<file path="src/rtl/bb_phase_detector_if.sv">
// Sample/correction bundle between the rotator sampler and the bang-bang phase detector.
// Optional PD_LOCK_EN adds the locked indicator.
interface bb_phase_detector_if #(
  parameter int CNT_W = 5
);
  logic             sample_valid;
  logic             s_early;
  logic             s_edge;
  logic             s_late;
  logic             inc;
  logic             dec;
  logic [CNT_W-1:0] acc;
`ifdef PD_LOCK_EN
  logic             locked;
`endif

  modport master (
    output sample_valid, s_early, s_edge, s_late,
    input  inc, dec, acc
`ifdef PD_LOCK_EN
    , input locked
`endif
  );

  modport slave (
    input  sample_valid, s_early, s_edge, s_late,
    output inc, dec, acc
`ifdef PD_LOCK_EN
    , output locked
`endif
  );
endinterface

</file>
<file path="src/rtl/bb_phase_detector.sv">
// Bang-bang phase detector with vote accumulator, registered inc/dec pulses and post-correction HOLD.
// Macro PD_LOCK_EN compiles in the alternation-based lock detector and the locked output.
module bb_phase_detector #(
  parameter int CNT_W   = 5,
  parameter int THRESH  = 8,
  parameter int HOLDOFF = 4
) (
  input  logic               clk,
  input  logic               rst,
  bb_phase_detector_if.slave pd
);

  typedef enum logic [0:0] {TRACK, HOLD} state_t;

  localparam logic signed [CNT_W:0] THR_P  = (CNT_W+1)'(THRESH);
  localparam logic signed [CNT_W:0] THR_N  = -(CNT_W+1)'(THRESH);
  localparam logic signed [CNT_W:0] VOTE_P = (CNT_W+1)'(1);
  localparam logic signed [CNT_W:0] VOTE_N = -(CNT_W+1)'(1);

  state_t                  state_q, state_d;
  logic signed [CNT_W-1:0] acc_q, acc_d;
  logic [3:0]              hold_q, hold_d;
  logic                    inc_q, inc_d;
  logic                    dec_q, dec_d;
  logic signed [CNT_W:0]   acc_ext;
  logic signed [CNT_W:0]   acc_next;
  logic signed [CNT_W:0]   vote;

  assign acc_ext = {acc_q[CNT_W-1], acc_q};

  always_comb begin
    state_d  = state_q;
    acc_d    = acc_q;
    hold_d   = hold_q;
    inc_d    = 1'b0;
    dec_d    = 1'b0;
    vote     = '0;
    acc_next = acc_ext;

    if (pd.s_early != pd.s_late) begin
      vote = (pd.s_edge == pd.s_early) ? VOTE_P : VOTE_N;
    end

    case (state_q)
      TRACK: begin
        if (pd.sample_valid) begin
          acc_next = acc_ext + vote;
          if (acc_next == THR_P || acc_next == THR_N) begin
            acc_d   = '0;
            inc_d   = (acc_next == THR_P);
            dec_d   = (acc_next == THR_N);
            state_d = HOLD;
            hold_d  = 4'(HOLDOFF);
          end else begin
            acc_d = acc_next[CNT_W-1:0];
          end
        end
      end
      HOLD: begin
        // Counter hits zero on the edge that returns to TRACK.
        acc_d  = '0;
        hold_d = hold_q - 4'd1;
        if (hold_q == 4'd1) begin
          state_d = TRACK;
        end
      end
      default: state_d = TRACK;
    endcase
  end

  always_ff @(posedge clk) begin
    if (!rst) begin
      state_q <= TRACK;
      acc_q   <= '0;
      hold_q  <= '0;
      inc_q   <= 1'b0;
      dec_q   <= 1'b0;
    end else begin
      state_q <= state_d;
      acc_q   <= acc_d;
      hold_q  <= hold_d;
      inc_q   <= inc_d;
      dec_q   <= dec_d;
    end
  end

  assign pd.inc = inc_q;
  assign pd.dec = dec_q;
  assign pd.acc = acc_q;

`ifdef PD_LOCK_EN
  logic       last_vld_q, last_vld_d;
  logic       last_dir_q, last_dir_d;
  logic [2:0] alt_q, alt_d;
  logic       locked_q, locked_d;

  always_comb begin
    last_vld_d = last_vld_q;
    last_dir_d = last_dir_q;
    alt_d      = alt_q;
    if (inc_d || dec_d) begin
      // The first correction after reset has nothing to alternate against.
      if (last_vld_q) begin
        if (inc_d != last_dir_q) begin
          alt_d = (alt_q == 3'd4) ? 3'd4 : alt_q + 3'd1;
        end else begin
          alt_d = 3'd0;
        end
      end
      last_vld_d = 1'b1;
      last_dir_d = inc_d;
    end
    locked_d = (alt_d == 3'd4);
  end

  always_ff @(posedge clk) begin
    if (!rst) begin
      last_vld_q <= 1'b0;
      last_dir_q <= 1'b0;
      alt_q      <= 3'd0;
      locked_q   <= 1'b0;
    end else begin
      last_vld_q <= last_vld_d;
      last_dir_q <= last_dir_d;
      alt_q      <= alt_d;
      locked_q   <= locked_d;
    end
  end

  assign pd.locked = locked_q;
`endif

endmodule

</file>
<file path="src/flat_wrapper.sv">
// flat-port wrapper written by rule: the top's interface ports become plain ports
module bb_phase_detector_flat 
#(
  parameter int CNT_W   = 5,
  parameter int THRESH  = 8,
  parameter int HOLDOFF = 4
)
  (clk, rst, pd_sample_valid, pd_s_early, pd_s_edge, pd_s_late, pd_inc, pd_dec, pd_acc);
  bb_phase_detector_if #(.CNT_W(CNT_W)) pd_i ();
  input  logic clk;
  input  logic rst;
  input wire logic [$bits(pd_i.sample_valid)-1:0] pd_sample_valid;
  input wire logic [$bits(pd_i.s_early)-1:0] pd_s_early;
  input wire logic [$bits(pd_i.s_edge)-1:0] pd_s_edge;
  input wire logic [$bits(pd_i.s_late)-1:0] pd_s_late;
  output wire logic [$bits(pd_i.inc)-1:0] pd_inc;
  output wire logic [$bits(pd_i.dec)-1:0] pd_dec;
  output wire logic [$bits(pd_i.acc)-1:0] pd_acc;
  assign pd_i.sample_valid = pd_sample_valid;
  assign pd_i.s_early = pd_s_early;
  assign pd_i.s_edge = pd_s_edge;
  assign pd_i.s_late = pd_s_late;
  assign pd_inc = pd_i.inc;
  assign pd_dec = pd_i.dec;
  assign pd_acc = pd_i.acc;
  bb_phase_detector #(.CNT_W(CNT_W), .THRESH(THRESH), .HOLDOFF(HOLDOFF)) u_core (.clk(clk), .rst(rst), .pd(pd_i));
endmodule
</file>
<file path="config.mk">
export PLATFORM = sky130hd
export DESIGN_NAME = bb_phase_detector_flat
export DESIGN_NICKNAME = d
export VERILOG_FILES = /design/src/rtl/bb_phase_detector_if.sv /design/src/rtl/bb_phase_detector.sv /design/src/flat_wrapper.sv
export SDC_FILE = /design/constraint.sdc
export NUM_CORES = 1
export LEC_CHECK = 0
export CAP_MARGIN = 30
export CORE_MARGIN = 3
export CORE_UTILIZATION = 50
export CTS_BUF_LIST = sky130_fd_sc_hd__clkbuf_16
export CTS_CLUSTER_SIZE = 14
export DETAILED_ROUTE_END_ITERATION = 12
export HOLD_SLACK_MARGIN = 0.1
export PLACE_DENSITY_LB_ADDON = 0.25
export SLEW_MARGIN = 20
export SYNTH_ARGS = -nofsm -noshare
export SYNTH_HDL_FRONTEND = slang
export SYNTH_SLANG_ARGS = --single-unit
</file>
<file path="constraint.sdc">
create_clock -name clk -period 3.45 [get_ports clk]
set_input_delay 0.69 -clock clk [delete_from_list [all_inputs] [get_ports clk]]
set_output_delay 0.69 -clock clk [all_outputs]
set_load 0.1 [all_outputs]
</file>
==> results of run 1 <==
-- cell usage after synthesis (all sizes together) (2+ instances only) --
cell      n  share of area
dfxtp    12           0.27
nand3     9          0.051
nand2     6          0.026
nor2      6          0.026
o21ai     6          0.034
a21boi    5          0.047
inv       5          0.021
a21oi     4          0.023
ha        4          0.057
a31oi     3          0.038
and3b     3          0.030
nor2b     3          0.021
nor3      3          0.023
a2111oi   2          0.063
a22oi     2          0.017
and3      2          0.014
buf       2          0.011
nand2b    2          0.014
nor3b     2          0.023
o21a      2          0.017
or3       2          0.020
-- cells by family after synthesis --
logic type               Yosys count
flip-flops                        12
XOR/XNOR                           2
adder cells (fa/ha/maj)            4
AO/OA/AOI/OAI                     29
buffers and inverters              8
AND/OR/NAND/NOR                   43
-- cell type report --
type | instances | area (um^2) | share of cell area
Tap cell | 16 | 20.02 | 0.01808
Sequential cell | 12 | 240.2 | 0.2169
Inverter | 5 | 18.77 | 0.01695
Clock buffer | 3 | 75.07 | 0.06780
Multi-Input combinational cell | 78 | 605.6 | 0.5469
Timing Repair Buffer | 17 | 147.6 | 0.1333
-- critical path: stages --
cell and delay (ns):
clkdlybuf4s50_1 0.50, nor3b_2 0.31, nor2_1 0.11, xnor2_1 0.14
ha_1 0.25, nor4_1 0.16, o21ai_1 0.12, and3b_1 0.25
or3_4 0.40, and2_4 0.16, a31oi_1 0.14, o21a_1 0.14
-- metrics by stage --
stage	setup WS [ns]	power, W	utilization
after floorplan	0.4254	0.0002803	-
after global placement	0.1102	0.0003129	0.6548
after detailed placement	0.03735	0.0003187	0.6548
after CTS	0.2669	0.0005306	0.7024
after global routing	0.1052	0.0005480	0.7024
final	0.2550	0.0005277	0.7024
-- worst min path at each step --
stage,depth (start not counted),slack [ns],from,to
finish,1,0.52,u_core.hold_q[1],u_core.hold_q[1]
global route,1,0.54,u_core.hold_q[1],u_core.hold_q[1]
CTS,1,0.52,u_core.hold_q[1],u_core.hold_q[1]
detailed placement,1,0.51,u_core.hold_q[1],u_core.hold_q[1]
global placement,1,0.51,u_core.hold_q[1],u_core.hold_q[1]
floorplan,1,0.48,u_core.hold_q[1],u_core.hold_q[1]
-- registers in the layout (all words and copies together), names as in the netlist --
| name | count |
|---|---|
| u_core.hold_q | 4 |
| u_core.pd.inc | 1 |
| u_core.pd.acc | 5 |
| u_core.pd.dec | 1 |
| u_core.state_q | 1 |
-- layer usage --
layer / GRT usage / share of wire / vias to the layer above
met1: 0.2822 / 0.48 / 378
li1: - / - / 405
met5: 0 / 0 / -
met3: 0.06767 / 0.049 / 7
met4: 0.08602 / 0.028 / 0
met2: 0.3113 / 0.44 / 18
-- report_power, final --
group / internal [W] / total, W / switching (W) / leakage (nW)
combinational: 0.0000613 / 0.000156 / 0.0000942 / 0.278
sequential: 0.000148 / 0.000163 / 0.0000152 / 0.0974
clock: 0.000151 / 0.000209 / 0.0000587 / 0.0370
==> flow_metrics.tcl, run 1 <==
set metrics [dict create \
    pwr_density_cell_mw_per_mm2 476.6 \
    crit_arrival_ns 3.38 \
    reg2reg_from "u_core.pd.acc[1]" \
    worstPathMaxFanout 5 \
    grt_setup_unrepaired "false" \
    cts_htree_levels 1 \
    final_common_cell "dfxtp_1" \
    grt_max_degree 14 \
    criticalPathCategory "primary input to flip-flop" \
    coreArea_mm2 0.001577 \
    cts-resized-gates 0 \
    ys.flop_type "dfxtp_1" \
    p_leak_nw 0.4126 \
    nFillCells 128 \
    syn_nets 108 \
    ff2ff_path_depth 9 \
    clock_path_buffers 2 \
    hold_viol_final 0 \
    slew_headroom 0.3545 \
    finalClockSkew_ns 0.0005938 \
    fin_crit_sh 0.9261 \
    drv_cap 0 \
    initial_utilization 0.5571 \
    yosysWarnings 0 \
    cp.required_ns 3.64 \
    synth_cells 98 \
    synth-xor-area-share 0.01994 \
    cp-end-kind "flip-flop" \
    grt_antenna_before_repair 0 \
    die_y_um 47.91 \
    hold_slack_ns 0.5225 \
    antenna_left 0 \
    fin_setup_tns_ns 0 \
    syn_area_um2 878.3 \
    start_kind "primary input" \
    cp-endpoint "u_core.hold_q[3]" \
    grt_pass1_wl_um 3277 \
    timing.fmax_mhz 313.0 \
    num_vias 808 \
    io_buffers 12 \
    firstDrtPassIters 4 \
    rrSetupSlack_ns 1.07 \
    dp_hpwl_um 1563 \
    place.gp.congestion 0.8962 \
    drtIter0Drc 11 \
    drv_slew 0 \
    fp-row-count 14 \
    detailed_place.area_mm2 0.001032 \
    cts_sinks 12 \
    synth_compound_area_frac 0.3091 \
    synthMuxAreaShare 0 \
    setup_violations 0 \
    status "completed" \
    ys_seq_elements 12 \
    antennaDiodeCount 0 \
    die-area_mm2 0.002295 \
    routedWlPerCell_um 15.73 \
    area_growth_pct 26.07 \
    synth_cell_types 41 \
    drc 0 \
    ys_seq_area_frac 0.2735 \
    synth-adder-area-share 0.05698 \
    dieWidth_um 47.91 \
    finalCriticalPeriod_ns 3.195 \
    cts_tree "yes" \
    synth_top_family_by_area "compound AO/OA/AOI/OAI gates" \
    async_flop_share 0 \
    gr-total-overflow 0 \
    synth_simple_gate_area_frac 0.3034 \
    pin_count 13 \
    final_cells 131 \
    worst-slew-pin-transition_ns 0.9652 \
    cp-startpoint "pd_s_late" \
    final_area_mm2 0.001107 \
    drive_gt1_frac 0.2087 \
    hold_buffers 0 \
    cts-root-buf "clkbuf_16" \
    syn_area_per_cell_um2 8.963 \
    synth_edf_count 0 \
    hp-class "flip-flop to flip-flop" \
    wl_um 2061 \
    clkSlewWorstSetupHoldPaths_ns 0.04 \
    cts_buffers 3 \
    dp_cells 128 \
    final_nets 127 \
    ir_drop_uv 497.5 \
    mostFrequentLayoutCells "12 x dfxtp_1, 9 x nand3_1, 9 x buf_4" \
    post-cts-setup-buffers 0 \
    r2r-end "u_core.hold_q[3]" \
    detail_route.vias_per_cell 6.168 \
    clk_latency_ns 0.24 \
    grt_usage 0.2112 \
    grt_pass1_vias 711 \
]
Power figures use the tool's default switching activity.
==> inputs of run 2 (changes only) <==
--- a/config.mk
+++ b/config.mk
@@ -13,6 +13,7 @@
 export DETAILED_ROUTE_END_ITERATION = 12
 export HOLD_SLACK_MARGIN = 0.1
 export PLACE_DENSITY_LB_ADDON = 0.25
+export SETUP_SLACK_MARGIN = 0.05
 export SLEW_MARGIN = 20
 export SYNTH_ARGS = -nofsm -noshare
 export SYNTH_HDL_FRONTEND = slang
==> results of run 2 <==
Final layout, timing and power as in run 1 (identical DEF).
==> inputs of run 3 (changes only) <==
--- a/config.mk
+++ b/config.mk
@@ -11,8 +11,9 @@
 export CTS_BUF_LIST = sky130_fd_sc_hd__clkbuf_16
 export CTS_CLUSTER_SIZE = 14
 export DETAILED_ROUTE_END_ITERATION = 12
-export HOLD_SLACK_MARGIN = 0.1
+export HOLD_SLACK_MARGIN = 0.05
 export PLACE_DENSITY_LB_ADDON = 0.25
+export REMOVE_ABC_BUFFERS = 1
 export SETUP_SLACK_MARGIN = 0.05
 export SLEW_MARGIN = 20
 export SYNTH_ARGS = -nofsm -noshare
==> flow_metrics.tcl, run 3 (synthesis results as in run 1) <==
set metrics [dict create \
    dp_hpwl_um 1378 \
    worst-slew-pin-transition_ns 0.9648 \
    io_buffers 12 \
    p_leak_nw 0.4162 \
    clock_path_buffers 2 \
    dieWidth_um 47.91 \
    slowest_delay_ns 0.55 \
    antenna_left 0 \
    final_nets 125 \
    cts_tree "yes" \
    die_y_um 47.91 \
    setup_ws_ns 0.2277 \
    post-cts-setup-buffers 0 \
    cp.required_ns 3.63 \
    clk_latency_ns 0.24 \
    p_int_w 0.0003603 \
    regArea_um2 240.2 \
    grt_setup_unrepaired "false" \
    hp-class "flip-flop to flip-flop" \
    grt_usage 0.1871 \
    cp-end-kind "flip-flop" \
    routedWlPerCell_um 14.30 \
    hold_slack_ns 0.5199 \
    coreArea_mm2 0.001577 \
    grt_pass1_vias 662 \
    cts_buffers 3 \
    final_area_mm2 0.001114 \
    gr-total-overflow 0 \
    switching_share 0.3086 \
    clkSlewWorstSetupHoldPaths_ns 0.04 \
    nFillCells 124 \
    initial_utilization 0.5571 \
    slew_headroom 0.3548 \
    pwr-share-comb 0.298 \
    detailed_place.area_mm2 0.001017 \
    hold_viol_final 0 \
    area_growth_pct 26.78 \
    multi_input_area_um2 624.3 \
    finalClockSkew_ns 0.002172 \
    final_common_cell "dfxtp_1" \
    timing.fmax_mhz 310.3 \
    ir_drop_uv 429.2 \
    crit_chain "clkdlybuf4s50_1, nor3b_4, nor2_1, xnor2_1, ha_1, and3_1, nand3_1, and3b_2, or3_4, and2_4, a31oi_1, a31o_1" \
    mostFrequentLayoutCells "12 x dfxtp_1, 9 x nand3_1, 7 x clkdlybuf4s50_1, 7 x buf_4" \
    setup_violations 0 \
    final_core_util 0.7063 \
    drive_gt1_frac 0.2301 \
    finalCriticalPeriod_ns 3.222 \
    use_met2 0.2770 \
    pin_count 13 \
    grt_max_degree 14 \
    clockPowerShare 0.391 \
    fin_crit_sh 0.9340 \
    dpl_worst_slack_ns -0.01299 \
    cts-resized-gates 0 \
    place.gp.congestion 0.7374 \
    drv_cap 0 \
    status "completed" \
    grt_pass1_wl_um 2953 \
    die-area_mm2 0.002295 \
    largest_reg_flops 5 \
    grt_antenna_before_repair 0 \
    fin_setup_tns_ns 0 \
    p_sw_w 0.0001608 \
    grtUsageMet1 0.2494 \
    detail_route.vias_per_cell 6.023 \
    hold_buffers 0 \
    cts_sinks 12 \
    fp-row-count 14 \
    criticalPathCategory "primary input to flip-flop" \
    drv_slew 0 \
    firstDrtPassIters 4 \
    drtIter0Drc 12 \
    worstPathMaxFanout 5 \
    top_usage_layer "met2" \
    wl_um 1845 \
    cts-root-buf "clkbuf_16" \
    crit_arrival_ns 3.40 \
    antennaDiodeCount 0 \
    num_vias 777 \
    drc 0 \
    grtUsageMet3 0.07895 \
    cp_slowest_cell "clkdlybuf4s50_1" \
    cts_htree_levels 1 \
    seqPwrFrac 0.311 \
    pwr_density_cell_mw_per_mm2 468.0 \
    start_kind "primary input" \
]
run 3: per-layer routing:
layer  vias to the layer above  part of all wire  wire length (um)
met5                         -                 0                 0
met4                         0             0.021                39
met3                         4             0.037                68
met2                        14              0.44               816
met1                       363              0.50               921
li1                        396                 -                 -
run 3: cell type report:
| cell class | count | area share |
|---|---|---|
| inverter | 5 | 0.01685 |
| multi-input combinational | 78 | 0.5607 |
| tap | 16 | 0.01798 |
| clock buffer | 3 | 0.06742 |
| sequential | 12 | 0.2157 |
| timing repair buffer | 15 | 0.1213 |
run 3: worst max-delay path, delay by kind of cell:
kind            cells  cell delay [ns]
compound gates      2             0.28
xor+xnor            1             0.15
buf+inv             1             0.55
fa+ha+maj           1             0.24
simple gates        7             1.49
run 3: power by group through the flow:
| stage | logic [W] | clock network, W | registers [W] |
|---|---|---|---|
| 2_1_floorplan | 0.0000792 | 0 | 0.000199 |
| 3_3_place_gp | 0.000148 | 0 | 0.000163 |
| 3_5_place_dp | 0.000151 | 0 | 0.000163 |
| 4_1_cts | 0.000151 | 0.000208 | 0.000161 |
| 5_1_grt | 0.000167 | 0.000214 | 0.000164 |
| 6_report | 0.000155 | 0.000204 | 0.000162 |
run 3: path summary, 6_finish.rpt:
path,cells after the start,start,slack [ns],endpoint
hold / removal,1,u_core.hold_q[1],0.52,u_core.hold_q[1]
setup / recovery,12,pd_s_early,0.23,u_core.hold_q[0]
hold reg to reg,1,u_core.hold_q[1],0.52,u_core.hold_q[1]
setup reg to reg,9,u_core.pd.acc[1],1.07,u_core.hold_q[0]
run 3: per-stage QoR:
stage                power, W  std cells
floorplan           0.0002778         95
global placement    0.0003118        126
detailed placement  0.0003142        126
CTS                 0.0005204        129
global route        0.0005452        129
finish              0.0005212        129
